<file path="config.mk">
export PLATFORM = sky130hd
export DESIGN_NAME = mac_video_capture
export DESIGN_NICKNAME = d
export VERILOG_FILES = /design/src/rtl/mac_video_capture.sv
export SDC_FILE = /design/constraint.sdc
export NUM_CORES = 1
export LEC_CHECK = 0
export ABC_AREA = 0
export CAP_MARGIN = 0
export CORE_MARGIN = 5
export CORE_UTILIZATION = 59
export CTS_CLUSTER_SIZE = 28
export DETAILED_ROUTE_END_ITERATION = 7
export DONT_BUFFER_PORTS = 1
export PLACE_DENSITY = 0.82
export SYNTH_ARGS = -nofsm -noshare
export SYNTH_HDL_FRONTEND = slang
export SYNTH_SLANG_ARGS = --single-unit
</file>
<file path="constraint.sdc">
create_clock -name simclk -period 8.8 [get_ports simclk]
set_input_delay 0.44 -clock simclk [delete_from_list [all_inputs] [get_ports simclk]]
set_output_delay 0.44 -clock simclk [all_outputs]
set_load 0.02 [all_outputs]
</file>
<file path="src/rtl/mac_video_capture.sv">
// Video capture for palcl outputs: windowed 1-bit sampling, MSB-first byte packing
// into a small registered-head FIFO, plus line-length and frame-length measurement.
module mac_video_capture #(
  parameter int unsigned H_START  = 0,
  parameter int unsigned H_ACTIVE = 512,
  parameter int unsigned V_START  = 0,
  parameter int unsigned V_ACTIVE = 342,
  parameter int unsigned DEPTH    = 4
) (
  input  logic       simclk,
  input  logic       n_res,
  input  logic       pclk,
  input  logic       vid,
  input  logic       n_hsync,
  input  logic       n_vsync,
  output logic [7:0] px_data,
  output logic       px_sof,
  output logic       px_eol,
  output logic       px_valid,
  input  logic       px_ready,
  output logic       overflow,
  output logic [9:0] line_len,
  output logic [8:0] frame_lines
);

  localparam int unsigned CW = $clog2(DEPTH);
  localparam int unsigned EW = 10;

  logic          pclk_q, hs_q, vs_q;
  logic          pclk_rise, hs_fall, hs_rise, vs_fall;
  logic [9:0]    hcount, lcount;
  logic [8:0]    vcount;
  logic [7:0]    shreg;
  logic [2:0]    idx;

  logic [9:0]    px_pos;
  logic [8:0]    vpos;
  logic [2:0]    idx_base;
  logic          in_win, capture, push;
  logic [EW-1:0] entry;

  // FIFO: one registered head plus DEPTH-1 backing entries
  logic [EW-1:0] mem [DEPTH-1];
  logic [CW-1:0] rd, wr, cnt;
  logic          pop, full, mem_we, load_new, load_mem;

  assign pclk_rise = ~pclk_q & pclk;
  assign hs_fall   = hs_q & ~n_hsync;
  assign hs_rise   = ~hs_q & n_hsync;
  assign vs_fall   = vs_q & ~n_vsync;

  function automatic logic [CW-1:0] nxt(input logic [CW-1:0] p);
    return (p == CW'(DEPTH - 2)) ? '0 : p + 1'b1;
  endfunction

  // A pclk coinciding with hs_rise is pixel 0 of the new line
  always_comb begin
    px_pos   = hs_rise ? 10'd0 : hcount;
    vpos     = vs_fall ? 9'd0 : vcount;
    idx_base = (hs_rise | vs_fall) ? 3'd0 : idx;
    in_win   = (32'(px_pos) + 32'd1 > H_START) && (32'(px_pos) < H_START + H_ACTIVE) &&
               (32'(vpos) + 32'd1 > V_START) && (32'(vpos) < V_START + V_ACTIVE);
    capture  = pclk_rise & in_win;
    push     = capture & (idx_base == 3'd7);
    entry    = {(32'(vpos) == V_START) && (32'(px_pos) == H_START + 32'd7),
                32'(px_pos) == H_START + H_ACTIVE - 32'd1,
                shreg[6:0], vid};
  end

  always_comb begin
    pop      = px_valid & px_ready;
    full     = px_valid & (cnt == CW'(DEPTH - 1));
    load_mem = pop & (cnt != '0);
    load_new = push & (~px_valid | (pop & (cnt == '0)));
    mem_we   = push & px_valid & (pop ? (cnt != '0) : ~full);
  end

  always_ff @(posedge simclk or negedge n_res) begin
    if (!n_res) begin
      pclk_q      <= 1'b1;
      hs_q        <= 1'b1;
      vs_q        <= 1'b1;
      hcount      <= '0;
      lcount      <= '0;
      vcount      <= '0;
      shreg       <= '0;
      idx         <= '0;
      line_len    <= '0;
      frame_lines <= '0;
    end else begin
      pclk_q <= pclk;
      hs_q   <= n_hsync;
      vs_q   <= n_vsync;

      if (hs_rise)                                hcount <= pclk_rise ? 10'd1 : 10'd0;
      else if (pclk_rise && hcount != 10'h3FF)    hcount <= hcount + 10'd1;

      if (hs_fall) begin
        line_len <= lcount;
        lcount   <= pclk_rise ? 10'd1 : 10'd0;
      end else if (pclk_rise && lcount != 10'h3FF) begin
        lcount <= lcount + 10'd1;
      end

      if (vs_fall) begin
        frame_lines <= vcount;
        vcount      <= '0;
      end else if (hs_fall && vcount != 9'h1FF) begin
        vcount <= vcount + 9'd1;
      end

      if (capture) begin
        shreg <= entry[7:0];
        idx   <= idx_base + 3'd1;
      end else begin
        idx   <= idx_base;
      end
    end
  end

  always_ff @(posedge simclk or negedge n_res) begin
    if (!n_res) begin
      {px_sof, px_eol, px_data} <= '0;
      px_valid <= 1'b0;
      overflow <= 1'b0;
      rd       <= '0;
      wr       <= '0;
      cnt      <= '0;
    end else begin
      if (load_mem) begin
        {px_sof, px_eol, px_data} <= mem[rd];
        rd <= nxt(rd);
      end else if (load_new) begin
        {px_sof, px_eol, px_data} <= entry;
        px_valid <= 1'b1;
      end else if (pop) begin
        px_valid <= 1'b0;
      end

      if (mem_we) wr <= nxt(wr);
      if (mem_we && !load_mem)      cnt <= cnt + 1'b1;
      else if (load_mem && !mem_we) cnt <= cnt - 1'b1;

      if (push && full && !pop) overflow <= 1'b1;
    end
  end

  always_ff @(posedge simclk) begin
    if (mem_we) mem[wr] <= entry;
  end

endmodule

</file>
* After elaboration in Yosys (flattened, before gate mapping)
Memories as Yosys holds them, arrays and structs flattened.
Cells that the tools add are included.
W data, S select, Z words.
** Cells by class
- Muxes and demuxes :: 26
- $add $sub $neg :: 10
- Order comparisons :: 4
- Bitwise gates (word level) :: 22
- Equality and inequality tests :: 9
- Reductions and logical operators :: 24
** Operators with widths (count)
- $mux W10 :: 5
- $mux W9 :: 3
- $add A10 B1 Y10 const B :: 2
- $ne A10 B10 Y1 const B :: 2
- $mux W8 :: 2
- $reduce_bool A2 Y1 :: 7
- $and A1 B1 Y1 :: 13
- $add A10 B1 Y11 const B :: 1
- $gt A11 B1 Y1 const B :: 1
- $logic_and A1 B1 Y1 :: 11
- $add A9 B1 Y10 const B :: 1
- $eq A10 B3 Y1 const B :: 1
- $eq A10 B9 Y1 const B :: 1
- $gt A10 B1 Y1 const B :: 1
- $lt A10 B10 Y1 const B :: 1
- $mux W1 :: 10
- $add A9 B1 Y9 const B :: 1
- $logic_not A9 Y1 :: 1
- $lt A9 B9 Y1 const B :: 1
- $ne A9 B9 Y1 const B :: 1
- $mux W2 :: 4
- $not A1 Y1 :: 7
- $add A2 B1 Y2 const B :: 3
- $eq A2 B2 Y1 const B :: 3
- other kinds (8) :: 12
** Storage, ports and cells
- Memories :: 1
- Output and inout bits :: 31
- Bits in writable memories :: 30
- Bits of input ports :: 7
- Register bits :: 79
** Memories
- mem :: words 3, width 10, rd ports 1, clocked after memory_dff 0, write ports 1, line 43 : logic [EW-1:0] mem [DEPTH-1];

* Longest topological paths before layout
Gate-level depths: netlist of run 1.
- Word-level depth :: 16
- Mapped depth :: 14
- Mapped depth without buffers :: 12

* Worst setup path before layout of run 1
OpenSTA, ideal clock, no wires.
- Kind :: register to register
- Start :: reg hs_q
- End :: mem mem[2][0], enable pin
- Slack :: 5.513 ns
- Buffers on the path :: 2
- Clock period less this slack :: 3.287 ns
- Data arrival time :: 2.895 ns
- Cell stages (with the launch flop) :: 11
- Cells stage by stage :: dfstp_2 > nand2b_1 > buf_6 > and3_1 > ha_1 > ha_1 > inv_1 > a211oi_4 > or4b_1 > buf_2 > nor3b_1
** On the way
- Cells in the longest elaborated chain, start to end :: 14
** RTL lines
- from (decl) :: line 29 : logic pclk_q, hs_q, vs_q;
- from (signal assigned) :: line 92 : hs_q <= n_hsync;
- $not A1 Y1 * :: line 49 : assign hs_rise = ~hs_q & n_hsync;
- $and A1 B1 Y1 * :: line 49
- $mux W10 :: line 58 : px_pos = hs_rise ? 10'd0 : hcount;
- $add A10 B1 Y11 :: line 61 : in_win = (32'(px_pos) + 32'd1 > H_START) && (32'(px_pos) < H_START + H_ACTIVE) &&
- $gt A11 B1 Y1 :: line 61
- $logic_and A1 B1 Y1 (2 in a row) :: line 61
- $logic_and A1 B1 Y1 :: line 62 : (32'(vpos) + 32'd1 > V_START) && (32'(vpos) < V_START + V_ACTIVE);
- $and A1 B1 Y1 :: line 63 : capture = pclk_rise & in_win;
- $and A1 B1 Y1 * :: line 64 : push = capture & (idx_base == 3'd7);
- $and A1 B1 Y1 * (2 in a row) :: line 75 : mem_we = push & px_valid & (pop ? (cnt != '0) : ~full);
- $mux W1 * :: line 149 : if (mem_we) mem[wr] <= entry;
- $mux W1 (not written as such) * :: line 149
- to (decl) :: line 43
Mark *: on every way between the ends. The rest lies on a longest branch, timed or not.

* Worst setup path in the final report of run 1
- Start :: reg hs_q
- End :: mem mem[0][2], enable pin
The elaborated chain is that of the path after synthesis.

==> results.yml, run 1 <==
worst_setup_path:
  worstPathMaxFanout: 10
  cpMostUsedCell: "ha_1"
  crit_arrival_ns: 3.70
  cp_slowest_stage_delay_ns: 1.00
  critPathSlowestCell: "nor3_1"
  crit_chain: "nand2b_1 -> and3_1 -> ha_1 -> ha_1 -> inv_1 -> a211oi_4 -> or4b_1 -> nor3_1"
  crit_required_ns: 8.77
  crit_family: "simple AND/OR/NAND/NOR gates"
  critPathBufInv: 1
  startpoint_type: "flip-flop"
  critical_path_class: "flip-flop to flip-flop"
  end_kind: "flip-flop"
  rrSetupSlack_ns: 5.07
layout:
  finalNetCount: 450
  drive_gt1_frac: 0.0884
  fillers: 607
  num_antenna_cells: 0
  area_growth_pct: 6.04
  regArea_um2: 2880
  utilization: 0.632
  multi_input_area_um2: 1780
placed_design:
  port_buffers: 0
  place_congestion: 0.846
  post-dp-hpwl_mm: 5.76
detailed_routing:
  routed_wl_mm: 8.49
  vias: 3099
  ant_nets: 0
  drc: 0
  firstDrtPassIters: 4
  drt_iter0_drc: 125
  via_per_inst: 5.68
  wl_per_cell_um: 15.5
power:
  peakVddDrop_mv: 0.121
  leakagePower_nw: 2.23
  p_per_area_nw_per_um2: 184
timing:
  tns_ns: 0
  fmax_mhz: 268
  period_share: 0.424
  final_max_slew_viol_count: 0
  tightestPinTransition_ns: 1.25
  slew_headroom: 0.161
  setup_violations: 0
  rsz0062_at_grt: "false"
  hold_viol_final: 0
  min_period_ns: 3.73
  worst_clock_skew_ns: 0.0114
yosys:
  synthesis.area_um2: 4800
  yosys-top-cells-count: "76 x dfrtp_1, 72 x nand2_1, 51 x nor2_1, 30 x edfxtp_1"
  syn_avg_cell_area_um2: 10.9
  synth_edf_count: 30
  yosysWarnings: 0
  synth_top_area_frac: 0.396
  syn_nets: 453
  synthCells: 439
  ys_ff_latch: 109
  ys_seq_area_frac: 0.600
  ys_types: 48
  synth.most_common_cell: "dfrtp_1"
  synthTopCellsByArea: "dfrtp_1 40%, edfxtp_1 19%, nand2_1 5.6%"
  async_flop_share: 0.725
  ys.flop_type: "dfrtp_1"
  yosysTopAreaCell: "dfrtp_1"
floorplan:
  pin_count: 38
  num_rows: 33
  die_h_um: 100
  floorplan.initialDensity: 0.596
  dieArea_um2: 10000
  die_w_um: 100
  coreArea_um2: 8050
clock_network:
  clock_latency_ns: 0.36
  cts_tree: "yes"
  cts_sinks: 109
  cts.hold.buffers_added: 2
  cts_resized: 0
  root_buffer: "clkbuf_8"
  ctsLongestPathBuffers: 2
  htree_levels: 3
  cts_buffers: 9
  cts.clk_slew.worst_paths_ns: 0.09
  postCtsSetupRepairBufs: 0
grt:
  grt_max_degree: 80
  grt_pass1_vias: 3080
  antenna_found_initial: 0
  grt_pass1_wl_mm: 14.5
  grtUsageTotal: 0.183
  overflow: 0
worst_hold_path:
  hp-class: "input pin to flip-flop"
flow_run:
  drv_cap: 0
status:
  status: "complete, no violations"
-- layout make-up --
cell class | instances | share of cell area
clock inverters | 5 | 0.0101
flip-flops and latches | 109 | 0.566
well taps | 105 | 0.0258
clock buffers | 11 | 0.0258
repair buffers | 5 | 0.0118
multi-input cells | 296 | 0.350
inverters | 15 | 0.0111
-- report_power, final --
part,leakage [nW],switching [mW],internal (mW)
Sequential,1.33,0.0359,0.552
Clock,0.0924,0.156,0.130
Combinational,0.808,0.0355,0.0273
Total,2.23,0.227,0.709
-- metrics by stage --
stage | total power [mW] | std cells | setup WS [ns] | instance area (µm²) | hold slack [ns]
floorplan | 0.634 | 439 | 5.51 | 4800 | 0.144
global placement | 0.647 | 528 | 5.21 | 4870 | 0.146
detailed placement | 0.652 | 528 | 5.12 | 4870 | 0.146
CTS | 0.946 | 546 | 5.04 | 5090 | 0.0499
global route | 0.983 | 546 | 4.84 | 5090 | 0.0367
finish | 0.937 | 546 | 5.07 | 5090 | 0.0679
-- state kept, by name (all words and copies together), names as in the netlist, 2 cells and up --
name,flops
line_len,10
mem,30
shreg,7
frame_lines,9
vcount,9
lcount,10
hcount,10
wr,2
rd,2
idx,3
px_data,8
cnt,2
-- cells by family (layout without fill, tap and decap cells) --
family | count (synthesis) | in the layout | share of synthesized area
AO/OA/AOI/OAI | 53 | 53 | 0.0761
XOR/XNOR | 20 | 20 | 0.0365
adder cells (fa/ha/maj) | 7 | 7 | 0.0182
buffers and inverters | 34 | 36 | 0.0292
flip-flops | 109 | 109 | 0.600
multiplexers | 28 | 28 | 0.0631
AND/OR/NAND/NOR | 188 | 188 | 0.177
-- worst paths after layout --
check | from | end | cells past startpoint
setup / recovery | hs_q$_DFF_PN1_ | mem[0][2]$_DFFE_PP_ | 8
hold / removal | n_vsync | vs_q$_DFF_PN1_ | 0
setup reg to reg | hs_q$_DFF_PN1_ | mem[0][2]$_DFFE_PP_ | 8
hold reg to reg | lcount[8]$_DFFE_PN0P_ | line_len[8]$_DFFE_PN0P_ | 2
max in group asynchronous | n_res | pclk_q$_DFF_PN1_ | 2
min in group asynchronous | n_res | line_len[0]$_DFFE_PN0P_ | 2
-- cell usage in the layout, fill, tap and decap left out, drive strengths merged, types with 7 or more instances in the layout --
master  count
xnor2      14
inv        15
a31oi       7
mux2i      16
nand2      72
o21ai       7
nor2       51
edfxtp     30
ha          7
mux2       12
dfrtp      76
nor3       12
nand3      16
nor4        7
clkbuf     11
a21oi      13
-- per-layer routing --
| layer | global-route usage | routed length, µm | up-vias |
|---|---|---|---|
| met3 | 0.0549 | 428 | 8 |
| met4 | 0.0591 | 106 | 0 |
| met2 | 0.305 | 4250 | 52 |
| met1 | 0.231 | 3710 | 1526 |
| met5 | 0 | 0 | - |
| li1 | - | - | 1513 |
(Power assumes the default switching activity.)
==> run 2, diff against run 1 <==
Settings changed: ABC_AREA 0 to 1, CORE_UTILIZATION 59 to 57.
Clock period 8.8 ns to 3.1 ns, I/O delays scaled along.
==> results.yml, run 2 <==
detailed_routing:
  wl_per_cell_um: 14.3
  vias: 3718
  ant_nets: 0
  firstDrtPassIters: 6
  via_per_inst: 5.44
  routed_wl_mm: 9.80
  drc: 0
  drt_iter0_drc: 192
grt:
  grt_max_degree: 80
  grtUsageTotal: 0.188
  overflow: 0
  antenna_found_initial: 0
  grt_pass1_vias: 3687
  grt_pass1_wl_mm: 16.9
worst_hold_path:
  min_from: "vid"
  hp-class: "input pin to flip-flop"
  whs_path_depth: 4
  min_to: "px_data[0]$_DFFE_PN0P_"
flow_run:
  drv_cap: 0
power:
  power_mw: 3.26
  peakVddDrop_mv: 0.259
  p_per_area_nw_per_um2: 602
  leakagePower_nw: 2.51
yosys:
  synth_adder_area_share: 0.0172
  synth.most_common_cell: "nand2_1"
  async_flop_share: 0.725
  synth_top_family_by_area: "simple AND/OR/NAND/NOR gates"
  synthMuxAreaShare: 0
  synth_compound_area_frac: 0.0858
  ys.flop_type: "dfrtp_1"
  synthCells: 565
  syn_nets: 579
  yosys-top-cells-count: "165 x nand2_1, 76 x dfrtp_1, 58 x inv_1, 44 x nand3_1, 37 x nor2_1"
  yosysWarnings: 0
  synth_top_area_frac: 0.374
  ys_ff_latch: 109
  yosysTopAreaCell: "dfrtp_1"
  ys_seq_area_frac: 0.566
  synthTopCellsByArea: "dfrtp_1 37%, edfxtp_1 18%, nand2_1 12%"
  synthesis.area_um2: 5090
  synth_edf_count: 30
  syn_avg_cell_area_um2: 9.01
  ys_types: 36
  synth_xor_xnor_area_share: 0.0241
  synthSimpleGateAreaFrac: 0.246
clock_network:
  postCtsSetupRepairBufs: 0
  cts_buffers: 9
  root_buffer: "clkbuf_8"
  cts_resized: 0
  ctsLongestPathBuffers: 2
  cts_sinks: 109
  cts.clk_slew.worst_paths_ns: 0.10
  cts_tree: "yes"
  cts.hold.buffers_added: 6
  clock_latency_ns: 0.37
  htree_levels: 3
layout:
  regMostFlops: "mem"
  largest_reg_flops: 30
  layout_common_cells: "165 x nand2_1, 76 x dfrtp_1, 58 x inv_1, 44 x nand3_1, 37 x nor2_1"
  drive_gt1_frac: 0.0938
  num_antenna_cells: 0
  finalNetCount: 585
  area_growth_pct: 6.42
  final_common_cell: "nand2_1"
timing:
  hold_viol_final: 0
  tns_ns: 0
  worst_clock_skew_ns: 0.00838
  slew_headroom: 0.547
  tightestPinTransition_ns: 0.679
  period_share: 0.879
  final_max_slew_viol_count: 0
  fmax_mhz: 367
  rsz0062_at_grt: "false"
  setup_violations: 0
  min_period_ns: 2.72
worst_setup_path:
  end_kind: "flip-flop"
  crit_arrival_ns: 2.98
  ff2ff_path_depth: 14
  startpoint_type: "flip-flop"
  r2r_start: "hs_q$_DFF_PN1_"
  reg2reg_to: "cnt[1]$_DFFE_PN0P_"
  crit_required_ns: 3.35
  rrSetupSlack_ns: 0.38
  critical_path_class: "flip-flop to flip-flop"
  worstPathMaxFanout: 13
floorplan:
  dieArea_um2: 10900
  num_rows: 34
  die_h_um: 104
  floorplan.initialDensity: 0.584
  pin_count: 38
  coreArea_um2: 8720
  die_w_um: 104
placed_design:
  place_congestion: 0.909
  port_buffers: 0
  post-dp-hpwl_mm: 6.82
status:
  status: "complete, no violations"
==> run 2: cell types whose count changed after synthesis, moves of 11 or more <==
cell	change
mux2i_1	-16
nor2_1	-14
nand2_1	+93
o21ai_0	+30
xnor2_1	-11
inv_1	+43
nand3_1	+28
==> run 2: per-layer routing <==
metal  vias to the layer above  global-route usage  wire length (µm)
met1                      1770               0.243              4270
li1                       1844                   -                 -
met5                         -                   0                 0
met2                        94               0.304              4880
met4                         0              0.0620               110
met3                        10              0.0540               538
==> run 2: worst max-delay path by stage <==
| stage | from | to | slack (ns) | depth (start not counted) |
|---|---|---|---|---|
| 6_report | hs_q$_DFF_PN1_ | cnt[1]$_DFFE_PN0P_ | 0.38 | 14 |
| 5_1_grt | hs_q$_DFF_PN1_ | cnt[1]$_DFFE_PN0P_ | 0.19 | 14 |
| 4_1_cts | hs_q$_DFF_PN1_ | cnt[1]$_DFFE_PN0P_ | 0.41 | 14 |
| 3_5_place_dp | hs_q$_DFF_PN1_ | cnt[1]$_DFFE_PN0P_ | 0.42 | 14 |
| 3_3_place_gp | hs_q$_DFF_PN1_ | cnt[1]$_DFFE_PN0P_ | 0.54 | 14 |
| 2_1_floorplan | hs_q$_DFF_PN1_ | mem[2][0]$_DFFE_PP_ | 0.58 | 11 |
==> run 2: cell type report <==
cell class	count	area, µm²
Clock inverter	5	35.0
Tap cell	108	135
Inverter	62	233
Sequential cell	109	2880
Clock buffer	11	141
Multi-Input combinational cell	381	1900
Timing Repair Buffer	8	92.6
Fill cell	718	3310
==> run 2: cell families (layout without fill, tap and decap cells) <==
group	after synthesis	after routing
flip-flops	109	109
buffers and inverters	75	86
AND/OR/NAND/NOR	286	286
XOR/XNOR	14	14
adder cells (fa/ha/maj)	7	7
AO/OA/AOI/OAI	74	74
==> run 2: through the flow <==
| stage | worst slack (ns) | cell area [µm²] | cells | utilization | hold WS, ns |
|---|---|---|---|---|---|
| finish | 0.376 | 5420 | 684 | 0.621 | 0.0455 |
| detailed placement | 0.420 | 5160 | 662 | 0.592 | -0.138 |
| global route | 0.188 | 5420 | 684 | 0.621 | 0.0667 |
| floorplan | 0.576 | 5090 | 565 | - | -0.141 |
| global placement | 0.541 | 5160 | 662 | 0.592 | -0.138 |
| CTS | 0.413 | 5420 | 684 | 0.621 | 0.0357 |
==> run 2: power by group <==
| part | total, mW | switching, mW | internal, mW | leakage [nW] |
|---|---|---|---|---|
| logic | 0.559 | 0.364 | 0.195 | 1.12 |
| clock network | 0.790 | 0.473 | 0.317 | 0.0897 |
| registers | 1.91 | 0.269 | 1.64 | 1.31 |
| total | 3.26 | 1.11 | 2.15 | 2.51 |
==> run 2: critical path, stage by stage (launching register included) <==
cell and delay (ns):
dfstp_2 0.54, inv_1 0.07, nand2_2 0.22, nand2_1 0.13, nor2_1 0.19, ha_1 0.20
ha_1 0.20, nand3_2 0.10, inv_1 0.14, nand2_2 0.10, inv_1 0.07, ha_1 0.24
a21oi_1 0.12, o21ai_0 0.11, xor2_1 0.15
